--- config.mk ---
export PLATFORM = sky130hd
export DESIGN_NAME = mem_port_arbiter
export DESIGN_NICKNAME = d
export VERILOG_FILES = /design/src/rtl/mem_port_arbiter.sv
export SDC_FILE = /design/constraint.sdc
export NUM_CORES = 1
export LEC_CHECK = 0
export CORE_MARGIN = 8
export CORE_UTILIZATION = 46
export CTS_CLUSTER_DIAMETER = 100
export CTS_CLUSTER_SIZE = 16
export DETAILED_ROUTE_END_ITERATION = 8
export PLACE_DENSITY = 0.89
export REMOVE_ABC_BUFFERS = 1
export SYNTH_ARGS = -nofsm -noshare
export SYNTH_HDL_FRONTEND = slang
export SYNTH_SLANG_ARGS = --single-unit
--- constraint.sdc ---
create_clock -name clk -period 3.8 [get_ports clk]
set_input_delay 0.76 -clock clk [delete_from_list [all_inputs] [get_ports clk]]
set_output_delay 0.76 -clock clk [all_outputs]
set_load 0.1 [all_outputs]
--- src/rtl/mem_port_arbiter.sv ---
// Round-robin arbiter between instruction fetch and load/store for a single-port
// synchronous byte RAM; fetches become atomic two-byte reads returning a 16-bit word.
module mem_port_arbiter #(
  parameter int ADDR_W = 8,
  parameter int DATA_W = 8
) (
  input  logic                clk,
  input  logic                rst,
  input  logic                if_req_valid,
  output logic                if_req_ready,
  input  logic [ADDR_W-1:0]   if_req_addr,
  output logic                if_rsp_valid,
  output logic [2*DATA_W-1:0] if_rsp_instr,
  input  logic                ls_req_valid,
  output logic                ls_req_ready,
  input  logic                ls_req_we,
  input  logic [ADDR_W-1:0]   ls_req_addr,
  input  logic [DATA_W-1:0]   ls_req_wdata,
  output logic                ls_rsp_valid,
  output logic [DATA_W-1:0]   ls_rsp_rdata,
  output logic [ADDR_W-1:0]   mem_addr,
  output logic [DATA_W-1:0]   mem_wdata,
  output logic                mem_we,
  input  logic [DATA_W-1:0]   mem_rdata
);

  typedef enum logic       {IDLE, IF_SECOND} state_e;
  typedef enum logic [1:0] {TAG_NONE, TAG_IF0, TAG_IF1, TAG_LS} tag_e;
  typedef enum logic       {GNT_IF, GNT_LS} gnt_e;

  state_e              state_q, state_d;
  tag_e                tag_q, tag_d;
  gnt_e                last_q, last_d;
  logic [ADDR_W-1:0]   addr_q, addr_d;
  logic [DATA_W-1:0]   byte0_q;
  logic                if_vld_q, ls_vld_q;
  logic [2*DATA_W-1:0] instr_q;
  logic [DATA_W-1:0]   rdata_q;
  logic                gnt_if, gnt_ls;

  always_comb begin
    state_d      = state_q;
    tag_d        = TAG_NONE;
    last_d       = last_q;
    addr_d       = addr_q;
    gnt_if       = 1'b0;
    gnt_ls       = 1'b0;
    if_req_ready = 1'b0;
    ls_req_ready = 1'b0;
    mem_addr     = '0;
    mem_wdata    = '0;
    mem_we       = 1'b0;
    case (state_q)
      IDLE: begin
        gnt_if = if_req_valid && (!ls_req_valid || last_q == GNT_LS);
        gnt_ls = ls_req_valid && !gnt_if;
        if (if_req_valid && ls_req_valid) last_d = gnt_if ? GNT_IF : GNT_LS;
        if (gnt_if) begin
          if_req_ready = 1'b1;
          mem_addr     = if_req_addr;
          addr_d       = if_req_addr;
          tag_d        = TAG_IF0;
          state_d      = IF_SECOND;
        end else if (gnt_ls) begin
          ls_req_ready = 1'b1;
          mem_addr     = ls_req_addr;
          if (ls_req_we) begin
            mem_we    = 1'b1;
            mem_wdata = ls_req_wdata;
          end else begin
            tag_d = TAG_LS;
          end
        end
      end
      IF_SECOND: begin
        // Address wraps naturally at the top of the address space.
        mem_addr = addr_q + 1'b1;
        tag_d    = TAG_IF1;
        state_d  = IDLE;
      end
      default: state_d = IDLE;
    endcase
    // Keep the RAM and requesters quiet while reset is held.
    if (!rst) begin
      if_req_ready = 1'b0;
      ls_req_ready = 1'b0;
      mem_addr     = '0;
      mem_wdata    = '0;
      mem_we       = 1'b0;
    end
  end

  always_ff @(posedge clk or negedge rst) begin
    if (!rst) begin
      state_q  <= IDLE;
      tag_q    <= TAG_NONE;
      last_q   <= GNT_LS;
      addr_q   <= '0;
      byte0_q  <= '0;
      if_vld_q <= 1'b0;
      ls_vld_q <= 1'b0;
      instr_q  <= '0;
      rdata_q  <= '0;
    end else begin
      state_q  <= state_d;
      tag_q    <= tag_d;
      last_q   <= last_d;
      addr_q   <= addr_d;
      if_vld_q <= (tag_q == TAG_IF1);
      ls_vld_q <= (tag_q == TAG_LS);
      if (tag_q == TAG_IF0) byte0_q <= mem_rdata;
      if (tag_q == TAG_IF1) instr_q <= {byte0_q, mem_rdata};
      if (tag_q == TAG_LS)  rdata_q <= mem_rdata;
    end
  end

  assign if_rsp_valid = if_vld_q;
  assign if_rsp_instr = instr_q;
  assign ls_rsp_valid = ls_vld_q;
  assign ls_rsp_rdata = rdata_q;

endmodule

=== Yosys cells after proc, flatten, opt, wreduce, memory -nomap -nowiden ===
Index checks and enable logic that the tools add are counted.

* Bits in registers: 46
* Input bits: 37
* Output and inout bits: 45
* Logic and storage cells: 49

* Add/sub/neg operators: 1
* Equality and inequality tests: 3
* Mux-type cells: 27
* Bitwise gates (word level): 1
* Reductions and logical operators: 8

{| class="wikitable"
|+ Operator list
! operator !! count
|-
| $mux W8 || 8
|-
| $pmux W8 S2 || 1
|-
| $mux W1 || 13
|-
| $add A8 B1 Y8 const B || 1
|-
| $mux W2 || 3
|-
| $eq A2 B2 Y1 const B || 2
|-
| $pmux W2 S2 || 1
|-
| $reduce_and A2 Y1 || 2
|-
| $logic_and A1 B1 Y1 || 3
|-
| $eq A2 B1 Y1 const B || 1
|-
| $logic_not A1 Y1 || 2
|-
| $pmux W1 S2 || 1
|-
| $logic_or A1 B1 Y1 || 1
|-
| $not A1 Y1 || 1
|}

=== Logic depth before layout (Yosys ltp) ===
* Word-level depth: 9
* Mapped depth: 5
* Mapped depth without buffers: 5

=== Least setup slack after synthesis ===
No wires, ideal clock.

* Path kind: input to output
* From: in ls_req_valid
* To: out mem_addr[3]
* Data arrival time: 3.395 ns
* Path slack: -0.355 ns
* Stages on the path: 4
* Path buffers: 0
* Cell sequence: inv_1 > a21oi_1 > a221oi_1 > a211oi_1

* Word-level cells in the longest chain between the ends: 9

{| class="wikitable"
|+ Ends and longest elaborated chain
! item !! RTL line !! RTL
|-
| start, declared || 14 || <nowiki>input logic ls_req_valid,</nowiki>
|-
| $logic_not A1 Y1 || 55 || <nowiki>gnt_if = if_req_valid && (!ls_req_valid || last_q == GNT_LS);</nowiki>
|-
| $logic_or A1 B1 Y1 || 55 ||
|-
| $logic_and A1 B1 Y1 || 55 ||
|-
| $logic_not A1 Y1 || 56 || <nowiki>gnt_ls = ls_req_valid && !gnt_if;</nowiki>
|-
| $logic_and A1 B1 Y1 || 56 ||
|-
| $mux W8 || 64 || <nowiki>end else if (gnt_ls) begin</nowiki>
|-
| $mux W8 * || 58 || <nowiki>if (gnt_if) begin</nowiki>
|-
| $pmux W8 S2 * || 53 || <nowiki>case (state_q)</nowiki>
|-
| $mux W8 * || 84 || <nowiki>if (!rst) begin</nowiki>
|-
| end, declared || 21 || <nowiki>output logic [ADDR_W-1:0] mem_addr,</nowiki>
|}

Every way passes the cells marked *; elsewhere a longest branch is shown, timed or not.

=== Worst setup path after layout ===
* From: in ls_req_valid
* To: out mem_addr[5]

Same word-level chain as after synthesis.

==> results.yml <==
synth:
  avgSynthCellArea_um2: 13.1
  synthArstFlopShare: 1.00
  synth_seq_cells: 46
  synth_top_cell_by_area: "dfrtp_1"
  synth.area.top_cells: "dfrtp_1 (55%), mux2_2 (22%), and3_1 (4.0%)"
  syn-cell-area_um2: 2040
  yosysTopAreaCellShare: 0.553
  yosys.cell_types.count: 23
  syn-instance-count: 155
  synth_top_flop_cell: "dfrtp_1"
  yosysSeqAreaShare: 0.566
  synth_edf_count: 0
  ys_warn_count: 0
placement:
  dp_slack_ns: 0.572
  port_buffers: 81
  dp_hpwl_mm: 3.97
  placed_area_um2: 3090
  gp_congestion: 0.777
sta:
  rsz0062_at_grt: "no"
  max_freq_mhz: 310
  drv_slew: 0
  setup_slack_ns: 0.575
  hold_slack_ns: 0.327
  fin_skew_ns: 0.00650
  worst_slew_pin_slew_ns: 0.983
  setup_viol: 0
  relSlewSlack: 0.343
  min_period_ns: 3.22
  finalCritPeriodShare: 0.849
  hold_viol: 0
worst_setup_path:
  end_kind: "output port"
  cp-start-kind: "primary input"
  r2r_end: "if_rsp_instr[4]$_DFFE_PN0P_"
  crit_path_start: "ls_req_valid"
  path_max_fanout: 5
  arrival_ns: 2.46
  crit_required_ns: 3.04
  rrSetupSlack_ns: 2.26
  rr_worst_depth: 2
  rr_startpoint: "tag_q[0]$_DFF_PN0_"
  critPathCapture: "mem_addr[5]"
  crit_type: "primary input to output port"
run_status:
  run_status: "completed"
cts:
  cts_buffer_depth: 2
  cts_resized: 0
  clockRootBuffer: "clkbuf_8"
  cts_hold_buf: 0
  cts_max_level: 2
  postCtsSetupBuffers: 0
  clock-sinks: 46
  numCtsBuffers: 5
  clock_latency_ns: 0.29
  path_clk_slew_ns: 0.07
  cts_tree: "yes"
cells_and_area:
  drive_gt1_frac: 0.296
  nFillCells: 304
  layout_commonest_cell: "clkdlybuf4s50_1"
  layout_common_cells: "clkdlybuf4s50_1 (61), dfrtp_1 (45), mux2_2 (40)"
  diodes: 0
  final_nets: 277
  final_area_um2: 3170
  syn2layout_area_growth_pct: 55.6
global_routing:
  use_met1: 0.182
  use_met2: 0.252
  grt_pass1_wl_mm: 7.90
  grt_max_degree: 39
  grt_pass1_vias: 1580
  antenna_found_initial: 0
  grt.busiest_layer: "met2"
  gr-total-overflow: 0
  grtUsageTotal: 0.151
  met3_usage: 0.0584
floorplan:
  start_util: 0.471
  die_area_um2: 6810
  num_io_pins: 82
  die_width_um: 82.5
  num_rows: 24
  core_um2: 4320
  die_h_um: 82.5
routing:
  drt_iter0_markers: 47
  via_count: 1560
  drcViolationCount: 0
  ant_nets: 0
  dr.pass1.iters: 4
  drt_wl_total_mm: 4.94
  detail_route.wl_per_cell_um: 16.9
  avgViaCountPerCell: 5.34
job:
  drv_cap: 0
hold_path:
  min_path_type: "primary input to async pin"
[synth_stat cells, drive strengths merged (2+ instances only)]
| master | count |
|---|---|
| dfrtp | 45 |
| mux2 | 40 |
| and3 | 13 |
| nor2 | 7 |
| inv | 5 |
| nand2 | 5 |
| a211oi | 4 |
| a221o | 4 |
| a221oi | 4 |
| buf | 4 |
| nand2b | 4 |
| xnor2 | 4 |
| nand3 | 3 |
| xor2 | 3 |
| a21oi | 2 |
| clkbuf | 2 |
[metal layers]
metal / routed length, um / vias to the layer above
li1: - / 725
met1: 2090 / 753
met2: 2320 / 76
met3: 497 / 6
met4: 34 / 0
met5: 0 / -
[worst max-delay path, stage by stage]
cell and delay (ns):
clkdlybuf4s50_1 0.54, inv_1 0.08, a21oi_1 0.29, a221oi_1 0.14
a211oi_1 0.42, buf_12 0.23
[per-stage QoR]
stage | util | TNS, ns | cells
floorplan | - | -6.13 | 149
global placement | 0.714 | 0 | 284
detailed placement | 0.714 | 0 | 284
CTS | 0.733 | 0 | 292
global route | 0.733 | 0 | 292
finish | 0.733 | 0 | 292
[logic make-up after synthesis]
group | count (synthesis) | synth area share
compound gates | 17 | 0.0682
xor+xnor | 7 | 0.0301
flops | 46 | 0.566
simple gates | 33 | 0.0860
mux | 40 | 0.221
fa+ha+maj | 1 | 0.00614
buf+inv | 11 | 0.0227
[registers in the layout, indices dropped and copies added, names as in the netlist]
signal / flops
ls_rsp_valid: 1
if_rsp_instr: 16
tag_q: 2
byte0_q: 8
last_q: 1
if_rsp_valid: 1
addr_q: 8
ls_rsp_rdata: 8
state_q: 1
[area by class of cell]
cell class / count / area [um^2] / area share
timing repair buffer: 83 / 1010 / 0.319
sequential: 46 / 1150 / 0.364
inverter: 5 / 18.8 / 0.00592
tap: 52 / 65.1 / 0.0205
multi-input combinational: 98 / 838 / 0.265
clock inverter: 1 / 7.51 / 0.00237
clock buffer: 7 / 76.3 / 0.0241
[worst min path at each step]
stage                     depth (start not counted)              startpoint  slack, ns                            to
after detailed placement                          1  byte0_q[6]$_DFFE_PN0N_       0.49  if_rsp_instr[14]$_DFFE_PN0P_
after global routing                              1                     rst       0.33         addr_q[1]$_DFFE_PN0P_
final                                             1                     rst       0.33         addr_q[1]$_DFFE_PN0P_
after CTS                                         1                     rst       0.31         addr_q[1]$_DFFE_PN0P_
after global placement                            1  byte0_q[6]$_DFFE_PN0N_       0.48  if_rsp_instr[14]$_DFFE_PN0P_
after floorplan                                   0                     rst       0.46         addr_q[0]$_DFFE_PN0P_
Power is left out: the tool's default activity adds up to more than one toggle a clock period on the data nets, which glitch-free logic cannot reach.
